--- src/rtl/svc_soc_io_bank.sv ---
`default_nettype none
// ============================================================================
// Module   : svc_soc_io_bank
// Purpose  : SoC I/O register bank. LED and GPIO registers, a synchronised
//            GPIO input, TX/RX byte FIFOs toward external UART blocks,
//            a 64-bit cycle counter with a coherent high-word shadow and an
//            RX interrupt.
// Revision : 1.0 - initial parametrised release
// ============================================================================
module svc_soc_io_bank #(
  parameter int LED_WIDTH  = 4,
  parameter int GPIO_WIDTH = 8,
  parameter int TX_DEPTH   = 16,
  parameter int RX_DEPTH   = 16
) (
  input  logic                  clk,
  input  logic                  rst_n,
  input  logic                  io_wen,
  input  logic [31:0]           io_waddr,
  input  logic [31:0]           io_wdata,
  input  logic [3:0]            io_wstrb,
  input  logic                  io_ren,
  input  logic [31:0]           io_raddr,
  output logic [31:0]           io_rdata,
  output logic [LED_WIDTH-1:0]  led,
  output logic [GPIO_WIDTH-1:0] gpio_out,
  input  logic [GPIO_WIDTH-1:0] gpio_in,
  output logic                  utx_valid,
  output logic [7:0]            utx_data,
  input  logic                  utx_ready,
  input  logic                  urx_valid,
  input  logic [7:0]            urx_data,
  output logic                  urx_ready,
  output logic                  irq
);

  localparam int TX_AW = $clog2(TX_DEPTH);
  localparam int RX_AW = $clog2(RX_DEPTH);

  // Word indices (byte address bits [7:2])
  localparam logic [5:0] C_ADDR_LED      = 6'd0;
  localparam logic [5:0] C_ADDR_GPIO_OUT = 6'd1;
  localparam logic [5:0] C_ADDR_GPIO_IN  = 6'd2;
  localparam logic [5:0] C_ADDR_TX_DATA  = 6'd3;
  localparam logic [5:0] C_ADDR_STATUS   = 6'd4;
  localparam logic [5:0] C_ADDR_RX_DATA  = 6'd5;
  localparam logic [5:0] C_ADDR_CYC_LO   = 6'd6;
  localparam logic [5:0] C_ADDR_CYC_HI   = 6'd7;
  localparam logic [5:0] C_ADDR_CTRL     = 6'd8;

  // Merge byte lanes of new data into a 32-bit view of a register.
  function automatic logic [31:0] f_merge(input logic [31:0] cur,
                                          input logic [31:0] data,
                                          input logic [3:0]  strb);
    logic [31:0] res;
    res = cur;
    for (int b = 0; b < 4; b++) begin
      if (strb[b]) res[8*b +: 8] = data[8*b +: 8];
    end
    return res;
  endfunction

  // ---------------------------------------------------------------- state
  logic [LED_WIDTH-1:0]  r_led;
  logic [GPIO_WIDTH-1:0] r_gpio_out;
  logic [GPIO_WIDTH-1:0] r_gpio_s1;
  logic [GPIO_WIDTH-1:0] r_gpio_s2;
  logic                  r_ctrl_irq_en;
  logic                  r_rx_ovf;
  logic                  r_tx_ovf;
  logic [63:0]           r_cycle;
  logic [31:0]           r_cyc_hi_shadow;
  logic [31:0]           r_rdata;
  logic                  r_irq;

  logic [7:0]            r_tx_mem [TX_DEPTH];
  logic [TX_AW:0]        r_tx_wr;
  logic [TX_AW:0]        r_tx_rd;
  logic [7:0]            r_rx_mem [RX_DEPTH];
  logic [RX_AW:0]        r_rx_wr;
  logic [RX_AW:0]        r_rx_rd;

  // ---------------------------------------------------------------- decode
  logic [5:0] w_widx;
  logic [5:0] w_ridx;
  logic       w_wr_led, w_wr_gpio, w_wr_txd, w_wr_status, w_wr_ctrl;
  logic       w_rd_rxd, w_rd_cyc_lo;

  assign w_widx      = io_waddr[7:2];
  assign w_ridx      = io_raddr[7:2];
  assign w_wr_led    = io_wen && (w_widx == C_ADDR_LED);
  assign w_wr_gpio   = io_wen && (w_widx == C_ADDR_GPIO_OUT);
  assign w_wr_txd    = io_wen && (w_widx == C_ADDR_TX_DATA);
  assign w_wr_status = io_wen && (w_widx == C_ADDR_STATUS);
  assign w_wr_ctrl   = io_wen && (w_widx == C_ADDR_CTRL);
  assign w_rd_rxd    = io_ren && (w_ridx == C_ADDR_RX_DATA);
  assign w_rd_cyc_lo = io_ren && (w_ridx == C_ADDR_CYC_LO);

  // ---------------------------------------------------------------- LED / GPIO
  logic [31:0] w_led_ext, w_gpio_ext, w_gpio_in_ext;
  logic [31:0] w_led_next, w_gpio_next;

  // Zero-extended 32-bit views of the narrow registers for merge and readback
  always_comb begin
    w_led_ext                       = '0;
    w_led_ext[LED_WIDTH-1:0]        = r_led;
    w_gpio_ext                      = '0;
    w_gpio_ext[GPIO_WIDTH-1:0]      = r_gpio_out;
    w_gpio_in_ext                   = '0;
    w_gpio_in_ext[GPIO_WIDTH-1:0]   = r_gpio_s2;
  end

  assign w_led_next  = f_merge(w_led_ext, io_wdata, io_wstrb);
  assign w_gpio_next = f_merge(w_gpio_ext, io_wdata, io_wstrb);

  // Byte-strobed LED/GPIO output registers and the control bit
  always_ff @(posedge clk or negedge rst_n) begin
    if (!rst_n) begin
      r_led         <= '0;
      r_gpio_out    <= '0;
      r_ctrl_irq_en <= 1'b0;
    end else begin
      if (w_wr_led)  r_led      <= w_led_next[LED_WIDTH-1:0];
      if (w_wr_gpio) r_gpio_out <= w_gpio_next[GPIO_WIDTH-1:0];
      if (w_wr_ctrl && io_wstrb[0]) r_ctrl_irq_en <= io_wdata[0];
    end
  end

  // Two-flop synchroniser for the asynchronous GPIO inputs
  always_ff @(posedge clk or negedge rst_n) begin
    if (!rst_n) begin
      r_gpio_s1 <= '0;
      r_gpio_s2 <= '0;
    end else begin
      r_gpio_s1 <= gpio_in;
      r_gpio_s2 <= r_gpio_s1;
    end
  end

  // ---------------------------------------------------------------- TX FIFO
  logic w_tx_empty, w_tx_full, w_tx_pop, w_tx_push_req, w_tx_push, w_tx_drop;

  assign w_tx_empty    = (r_tx_wr == r_tx_rd);
  assign w_tx_full     = (r_tx_wr[TX_AW] != r_tx_rd[TX_AW]) &&
                         (r_tx_wr[TX_AW-1:0] == r_tx_rd[TX_AW-1:0]);
  assign w_tx_pop      = !w_tx_empty && utx_ready;
  assign w_tx_push_req = w_wr_txd && io_wstrb[0];
  // A pop in the same cycle frees the slot, so a push while full still lands
  assign w_tx_push     = w_tx_push_req && (!w_tx_full || w_tx_pop);
  assign w_tx_drop     = w_tx_push_req && w_tx_full && !w_tx_pop;

  // TX storage; contents need no reset because the pointers define validity
  always_ff @(posedge clk) begin
    if (w_tx_push) r_tx_mem[r_tx_wr[TX_AW-1:0]] <= io_wdata[7:0];
  end

  // TX read/write pointers with wrap bit
  always_ff @(posedge clk or negedge rst_n) begin
    if (!rst_n) begin
      r_tx_wr <= '0;
      r_tx_rd <= '0;
    end else begin
      if (w_tx_push) r_tx_wr <= r_tx_wr + {{TX_AW{1'b0}}, 1'b1};
      if (w_tx_pop)  r_tx_rd <= r_tx_rd + {{TX_AW{1'b0}}, 1'b1};
    end
  end

  assign utx_valid = !w_tx_empty;
  assign utx_data  = r_tx_mem[r_tx_rd[TX_AW-1:0]];

  // ---------------------------------------------------------------- RX FIFO
  logic       w_rx_empty, w_rx_full, w_rx_pop, w_rx_push, w_rx_drop;
  logic [7:0] w_rx_head;

  assign w_rx_empty = (r_rx_wr == r_rx_rd);
  assign w_rx_full  = (r_rx_wr[RX_AW] != r_rx_rd[RX_AW]) &&
                      (r_rx_wr[RX_AW-1:0] == r_rx_rd[RX_AW-1:0]);
  assign w_rx_pop   = w_rd_rxd && !w_rx_empty;
  assign w_rx_push  = urx_valid && (!w_rx_full || w_rx_pop);
  assign w_rx_drop  = urx_valid && w_rx_full && !w_rx_pop;
  assign w_rx_head  = r_rx_mem[r_rx_rd[RX_AW-1:0]];

  // RX storage
  always_ff @(posedge clk) begin
    if (w_rx_push) r_rx_mem[r_rx_wr[RX_AW-1:0]] <= urx_data;
  end

  // RX read/write pointers with wrap bit
  always_ff @(posedge clk or negedge rst_n) begin
    if (!rst_n) begin
      r_rx_wr <= '0;
      r_rx_rd <= '0;
    end else begin
      if (w_rx_push) r_rx_wr <= r_rx_wr + {{RX_AW{1'b0}}, 1'b1};
      if (w_rx_pop)  r_rx_rd <= r_rx_rd + {{RX_AW{1'b0}}, 1'b1};
    end
  end

  // The UART receiver cannot be back-pressured
  assign urx_ready = 1'b1;

  // ---------------------------------------------------------------- sticky flags
  // Overflow flags: a new drop wins over a same-cycle write-one-to-clear
  always_ff @(posedge clk or negedge rst_n) begin
    if (!rst_n) begin
      r_rx_ovf <= 1'b0;
      r_tx_ovf <= 1'b0;
    end else begin
      if (w_rx_drop)
        r_rx_ovf <= 1'b1;
      else if (w_wr_status && io_wstrb[0] && io_wdata[3])
        r_rx_ovf <= 1'b0;
      if (w_tx_drop)
        r_tx_ovf <= 1'b1;
      else if (w_wr_status && io_wstrb[0] && io_wdata[4])
        r_tx_ovf <= 1'b0;
    end
  end

  // ---------------------------------------------------------------- cycle counter
  // Free-running counter; a CYCLE_LO read snapshots the high word
  always_ff @(posedge clk or negedge rst_n) begin
    if (!rst_n) begin
      r_cycle         <= '0;
      r_cyc_hi_shadow <= '0;
    end else begin
      r_cycle <= r_cycle + 64'd1;
      if (w_rd_cyc_lo) r_cyc_hi_shadow <= r_cycle[63:32];
    end
  end

  // ---------------------------------------------------------------- read path
  logic [31:0] w_rdata;

  // Read mux built from pre-write state so same-cycle writes are not visible
  always_comb begin
    w_rdata = '0;
    case (w_ridx)
      C_ADDR_LED:      w_rdata = w_led_ext;
      C_ADDR_GPIO_OUT: w_rdata = w_gpio_ext;
      C_ADDR_GPIO_IN:  w_rdata = w_gpio_in_ext;
      C_ADDR_TX_DATA:  w_rdata = '0;
      C_ADDR_STATUS:   w_rdata = {27'd0, r_tx_ovf, r_rx_ovf, !w_rx_empty,
                                  w_tx_empty, w_tx_full};
      C_ADDR_RX_DATA:  w_rdata = w_rx_empty ? 32'd0 : {1'b1, 23'd0, w_rx_head};
      C_ADDR_CYC_LO:   w_rdata = r_cycle[31:0];
      C_ADDR_CYC_HI:   w_rdata = r_cyc_hi_shadow;
      C_ADDR_CTRL:     w_rdata = {31'd0, r_ctrl_irq_en};
      default:         w_rdata = '0;
    endcase
  end

  // Registered read data, held while no read is issued
  always_ff @(posedge clk or negedge rst_n) begin
    if (!rst_n) r_rdata <= '0;
    else if (io_ren) r_rdata <= w_rdata;
  end

  assign io_rdata = r_rdata;

  // ---------------------------------------------------------------- interrupt
  // RX interrupt, registered one cycle behind its condition
  always_ff @(posedge clk or negedge rst_n) begin
    if (!rst_n) r_irq <= 1'b0;
    else        r_irq <= r_ctrl_irq_en && !w_rx_empty;
  end

  assign irq      = r_irq;
  assign led      = r_led;
  assign gpio_out = r_gpio_out;

  // Address bits outside the decode window and truncated merge results
  logic w_unused;
  assign w_unused = &{1'b0, io_waddr[31:8], io_waddr[1:0], io_raddr[31:8],
                      io_raddr[1:0], w_led_next, w_gpio_next};

endmodule
`default_nettype wire

--- config.mk ---
export PLATFORM = sky130hd
export DESIGN_NAME = svc_soc_io_bank
export DESIGN_NICKNAME = d
export VERILOG_FILES = /design/src/rtl/svc_soc_io_bank.sv
export SDC_FILE = /design/constraint.sdc
export NUM_CORES = 1
export LEC_CHECK = 0
export BUFFER_PORTS_ARGS = -buffer_cell sky130_fd_sc_hd__buf_2
export CORE_MARGIN = 5
export CORE_UTILIZATION = 35
export CTS_CLUSTER_DIAMETER = 80
export CTS_CLUSTER_SIZE = 20
export DETAILED_ROUTE_END_ITERATION = 7
export PLACE_DENSITY_LB_ADDON = 0.25
export RECOVER_POWER = 100
export SLEW_MARGIN = 10
export SYNTH_ARGS = -nofsm -noshare
export SYNTH_HDL_FRONTEND = slang
export SYNTH_SLANG_ARGS = --single-unit
--- constraint.sdc ---
create_clock -name clk -period 2.2 [get_ports clk]
set_input_delay 0.33 -clock clk [delete_from_list [all_inputs] [get_ports clk]]
set_output_delay 0.33 -clock clk [all_outputs]
set_load 0.05 [all_outputs]
# Word-level counts from Yosys, hierarchy flattened
# Memories as Yosys holds them, arrays and structs flattened.
# Cells that the tools add are included.
# W data, S select, Z words.
dict set report word_totals {
  regBits 180
  ram_bits 256
  mem_count 2
}
# name words width rd rd_clocked_by_memory_dff write_ports line_no
set mem_list {}
lappend mem_list {r_rx_mem 16 8 1 0 1 79} ;# logic [7:0] r_rx_mem [RX_DEPTH];
lappend mem_list {r_tx_mem 16 8 1 0 1 76} ;# logic [7:0] r_tx_mem [TX_DEPTH];
dict set report classes {
  addsub 5
  n_eq_ne 17
  mux 10
  n_reduce_logical 37
}
# cell count
set op_table {}
lappend op_table {{$pmux W32 S8} 1}
lappend op_table {{$add A64 B1 Y64 const B} 1}
lappend op_table {{$mux W32} 1}
lappend op_table {{$eq A6 B3 Y1 const B} 5}
lappend op_table {{$logic_and A1 B1 Y1} 23}
lappend op_table {{$add A5 B1 Y5 const B} 4}
lappend op_table {{$eq A6 B1 Y1 const B} 2}
lappend op_table {{$eq A6 B2 Y1 const B} 2}
lappend op_table {{$eq A6 B4 Y1 const B} 2}
lappend op_table {{$logic_not A6 Y1} 2}
lappend op_table {{$eq A5 B5 Y1} 2}
lappend op_table {{$eq A4 B4 Y1} 2}
lappend op_table {{$mux W1} 8}
lappend op_table {{$logic_not A1 Y1} 6}
lappend op_table {{$reduce_and A2 Y1} 2}
lappend op_table {{$reduce_bool A2 Y1} 2}
lappend op_table {{$logic_or A1 B1 Y1} 2}
lappend op_table {{$ne A1 B1 Y1} 2}

# Logic depth before layout (Yosys ltp)
dict set report logic_depth {
  word_depth 7
  depth_mapped 9
  depth_no_buf 6
}

# Worst setup path before layout
# No wires, ideal clock.
dict set report synth_path {
  path_type {reg2reg}
  start {register r_rx_rd[0]}
  end {memory r_rx_mem[0][0] (enable)}
  setup_ps 383
  arrival_ps 1983
  t_required_ps 1817
  slack_ps -166
  stages_incl_launch_ff 9
  n_path_buf 3
  synth_period_minus_slack_ps 2366
  path_cell_list {dfrtp_1 -> buf_2 -> xor2_1 -> nor4_2 -> a31oi_1 -> buf_2 -> buf_2 -> nand2_1 -> nor3_1}
}
dict set report synth_between {
  elab_chain_cells 7
}
# item line_no
set synth_lines {}
lappend synth_lines {{start, declared} 81} ;# logic [RX_AW:0] r_rx_rd;
lappend synth_lines {{start signal, assigned} 195} ;# if (w_rx_pop) r_rx_rd <= r_rx_rd + {{RX_AW{1'b0}}, 1'b1};
lappend synth_lines {{$eq A5 B5 Y1 or $eq A4 B4 Y1 (tied branches)} {175, 177}}
lappend synth_lines {{$logic_not A1 Y1 or $logic_and A1 B1 Y1 (tied branches)} {178, 176}}
lappend synth_lines {{$logic_and A1 B1 Y1 or $logic_not A1 Y1 (tied branches)} {178, 179}}
lappend synth_lines {{$logic_or A1 B1 Y1 (*)} 179} ;# assign w_rx_push = urx_valid && (!w_rx_full || w_rx_pop);
lappend synth_lines {{$logic_and A1 B1 Y1 (*)} 179}
lappend synth_lines {{$mux W1 (*)} 185} ;# if (w_rx_push) r_rx_mem[r_rx_wr[RX_AW-1:0]] <= urx_data;
lappend synth_lines {{$mux W1 (not written as such) (*)} 185}
lappend synth_lines {{end, declared} 79}
# Mark *: on every way between the ends. The rest lies on a longest branch, timed or not.

# Worst setup path in the final report
dict set report layout_path {
  start {register r_tx_rd[0]}
  end {output utx_data[3]}
}
dict set report layout_between {
  elab_chain_cells 1
}
# item line_no
set layout_lines {}
lappend layout_lines {{start, declared} 78} ;# logic [TX_AW:0] r_tx_rd;
lappend layout_lines {{start signal, assigned} 164} ;# if (w_tx_pop) r_tx_rd <= r_tx_rd + {{TX_AW{1'b0}}, 1'b1};
lappend layout_lines {{$mem_v2 Z16 W8} --}
lappend layout_lines {{end, declared} 29} ;# output logic [7:0] utx_data,
# Every way passes these cells.

==> impl_metrics.py <==
metrics = {
    "die": {
        "dieArea_um2": 55880,
        "die_w_um": 236.4,
        "die_y_um": 236.4,
        "core_um2": 51090,
        "start_util_pct": 35.11,
        "io-pin-count": 177,
        "rows": 83,
    },
    "routing": {
        "drt-met1-wl_um": 20390,
        "viasPerCell": 5.028,
        "dr_wl_met2_um": 20260,
        "postRouteAntennaNets": 0,
        "top_layer_used": "met4",
        "dr_total_vias": 10330,
        "routedWlPerCell_um": 20.86,
        "wl_met3_um": 1553,
        "first_pass_iters": 5,
        "drc_errors": 0,
        "routed_wl_um": 42860,
        "initialDrtViolationCount": 796,
    },
    "finish": {
        "syn_to_final_growth_pct": 18.85,
        "final_cells": 2055,
        "antennaDiodeCount": 0,
        "fin_nets": 1488,
        "final_layout_size_suffix_gt1_share_pct": 21.82,
    },
    "critical_path": {
        "required_ps": 1870,
        "crit_buf_inv": 3,
        "rr_startpoint": "r_cycle[11]$_DFF_PN0_",
        "critPathCaptureType": "output port",
        "start_kind": "register",
        "crit_arrival_ps": 2490,
        "rrSetupSlack_ps": -340,
        "reg2reg_depth": 7,
        "startpoint": "r_tx_rd[0]$_DFFE_PN0P_",
        "rr_endpoint": "r_cycle[55]$_DFF_PN0_",
        "path_class": "register to output port",
        "cp_top_family": "multiplexers",
        "crit_cells": 5,
        "cp_slowest_cell": "mux4_2",
        "critPathMaxStageDelay_ps": 530,
        "crit_chain": "buf_12 > buf_12 > mux4_2 > mux4_2 > buf_6",
        "worstPathMaxFanout": 7,
        "crit_end": "utx_data[3]",
    },
    "timing": {
        "period_share_pct": 128.1,
        "slew-limit-headroom_pct": 2.902,
        "tightest_slew_ps": 1456,
        "grt_setup_unrepaired": "yes",
        "hold_viol_final": 0,
        "max_freq_ghz": 0.3549,
        "setup_viol": 285,
        "drv_slew": 0,
        "setup_slack_ps": -617.9,
        "fin_tns_setup_ps": -36930,
        "skew_ps": 40.32,
        "fin_crit_ps": 2818,
    },
    "synth": {
        "syn_area_per_cell_um2": 15.49,
        "synth_cell_types": 60,
        "synth_most_common_cell": "edfxtp_1",
        "synth_top_area_cell": "edfxtp_1",
        "yosys-top-cells-area": "edfxtp_1, dfrtp_1, mux4_2",
        "synth-main-ff-cell": "edfxtp_1",
        "yosysSeqAreaShare_pct": 67.97,
        "synth_common_cells": "edfxtp_1, dfrtp_1, nand2_1, mux4_2, nor2_1",
        "syn-num-nets": 1291,
        "syn_area_um2": 17940,
        "async_reset_ff_share_pct": 41.28,
        "yosysTopAreaCellShare_pct": 42.86,
        "yosys_warnings": 0,
        "synthCells": 1158,
        "synth_enable_flop_cells": 256,
        "ys_ff_latch": 436,
    },
    "power_and_ir_drop": {
        "peakVddDrop_uv": 586.9,
        "power_density_nw_per_um2": 923.0,
        "p_leak_nw": 8.268,
    },
    "global_routing": {
        "grt_pass1_vias": 10540,
        "track_usage_pct": 14.97,
        "antenna_found_initial": 0,
        "grt-ovfl-total": 0,
        "grt_pass1_wl_um": 65650,
        "grt_max_degree": 59,
    },
    "clock_network": {
        "clockBufferDepth": 3,
        "cts_tree": "yes",
        "numCtsBuffers": 28,
        "cts_sinks": 436,
        "clk_pin_slew_ps": 80,
        "cts-root-buf": "clkbuf_16",
        "worstSkewPairLatency_ps": 600,
        "ctsHtreeMaxLevel": 1,
    },
    "placement": {
        "hpwl_um": 28540,
        "placed_cells": 1980,
        "place_congestion": 0.7952,
        "numPortBuffers": 96,
        "pre_cts_slack_ps": -141.4,
    },
    "status": {
        "run_status": "finished, violations left",
        "violations": "negative setup slack",
    },
    "run": {
        "cap_violations": 0,
    },
    "min_path": {
        "hp-class": "input pin to register",
        "hold_start": "utx_ready",
    },
}
==> stage by stage <==
stage | util, % | power [W] | area (um^2) | hold WS, ps
2_1_floorplan | - | 0.01252 | 17970 | 34.41
3_3_place_gp | 39.63 | 0.01409 | 20250 | 334.8
3_5_place_dp | 39.63 | 0.01414 | 20250 | 337.3
4_1_cts | 41.67 | 0.01969 | 21290 | 91.71
5_1_grt | 41.72 | 0.02056 | 21320 | 151.9
6_report | 41.72 | 0.01968 | 21320 | 129.2
==> logic make-up (layout without fill, tap and decap cells) <==
family / after synthesis / count (layout) / synth area share, %
DFF: 436 / 436 / 67.97
and+or+nand+nor: 341 / 342 / 9.905
muxes: 103 / 103 / 10.92
AOI/OAI and AO/OA: 102 / 102 / 4.227
xor gates and xnor gates: 88 / 88 / 4.297
buffers and inverters: 76 / 292 / 1.897
adders and majority gates: 11 / 11 / 0.7673
other: 1 / 1 / 0.02091
==> worst min-delay path, cell delays in order <==
cell and delay [ps]:
buf_2 130, nor2_1 90, nand2_1 70, o2bb2ai_1 50
==> final cells by class <==
class	count	area, um^2
Clock buffer	42	753.2
Clock inverter	8	92.59
Multi-Input combinational cell	647	5466
Inverter	17	63.81
Timing Repair Buffer	225	1896
Tap cell	680	850.8
Sequential cell	436	12200
Fill cell	4733	29780
==> where the power goes <==
group	switching (W)	leakage (nW)	internal, W
Combinational	0.00267	3.14	0.00245
Sequential	0.000211	4.72	0.00908
Clock	0.00281	0.407	0.00245
Total	0.00570	8.27	0.0140
==> sequential cells by signal, summed over array words and instances, names as in the netlist, 4 cells and up <==
signal / flops
io_rdata: 32
r_tx_mem: 128
r_rx_mem: 128
r_gpio_s1: 8
r_tx_wr: 5
r_cyc_hi_shadow: 32
led: 4
r_tx_rd: 5
r_gpio_s2: 8
r_rx_wr: 5
gpio_out: 8
r_rx_rd: 5
r_cycle: 64
==> metal layers <==
metal  track usage, %  vias to the layer above
met5                0                        -
met4            2.361                        0
met3            1.976                       37
met2            23.89                      181
met1            22.54                     5380
li1                 -                     4735
==> layout by cell type (no fill, tap or decap), types with 14 or more instances in the layout <==
| master | instances |
|---|---|
| edfxtp_1 | 256 |
| dfrtp_1 | 177 |
| nand2_1 | 131 |
| clkbuf_1 | 92 |
| mux4_2 | 72 |
| nor2_1 | 58 |
| buf_4 | 55 |
| xnor2_1 | 46 |
| xor2_1 | 41 |
| buf_12 | 34 |
| clkbuf_16 | 30 |
| nand3_1 | 25 |
| and3_1 | 24 |
| nand4_1 | 23 |
| buf_2 | 19 |
| a22o_1 | 18 |
| inv_1 | 17 |
| mux2_2 | 17 |
| a21o_1 | 17 |
| buf_6 | 16 |
| nor3_1 | 14 |
==> worst min-delay path by stage <==
stage,slack [ps],end,depth (start not counted)
after floorplan,30,gpio_out[0]$_DFFE_PN0P_,0
after global placement,330,r_gpio_s2[7]$_DFF_PN0_,0
after detailed placement,340,r_gpio_s2[7]$_DFF_PN0_,0
after CTS,90,r_tx_ovf$_DFFE_PN0P_,4
after global routing,150,r_tx_ovf$_DFFE_PN0P_,4
final,130,r_tx_ovf$_DFFE_PN0P_,4
==> timing repair <==
action	CTS	global route
endpoints found under the setup margin	13	111
hold endpoints to repair	62	0
pin swaps	1	4
gates resized for setup	21	35
cloned	1	5
hold buffers	10	0
setup buffers	2	8
No activity file was read; power rests on OpenSTA's default activity.
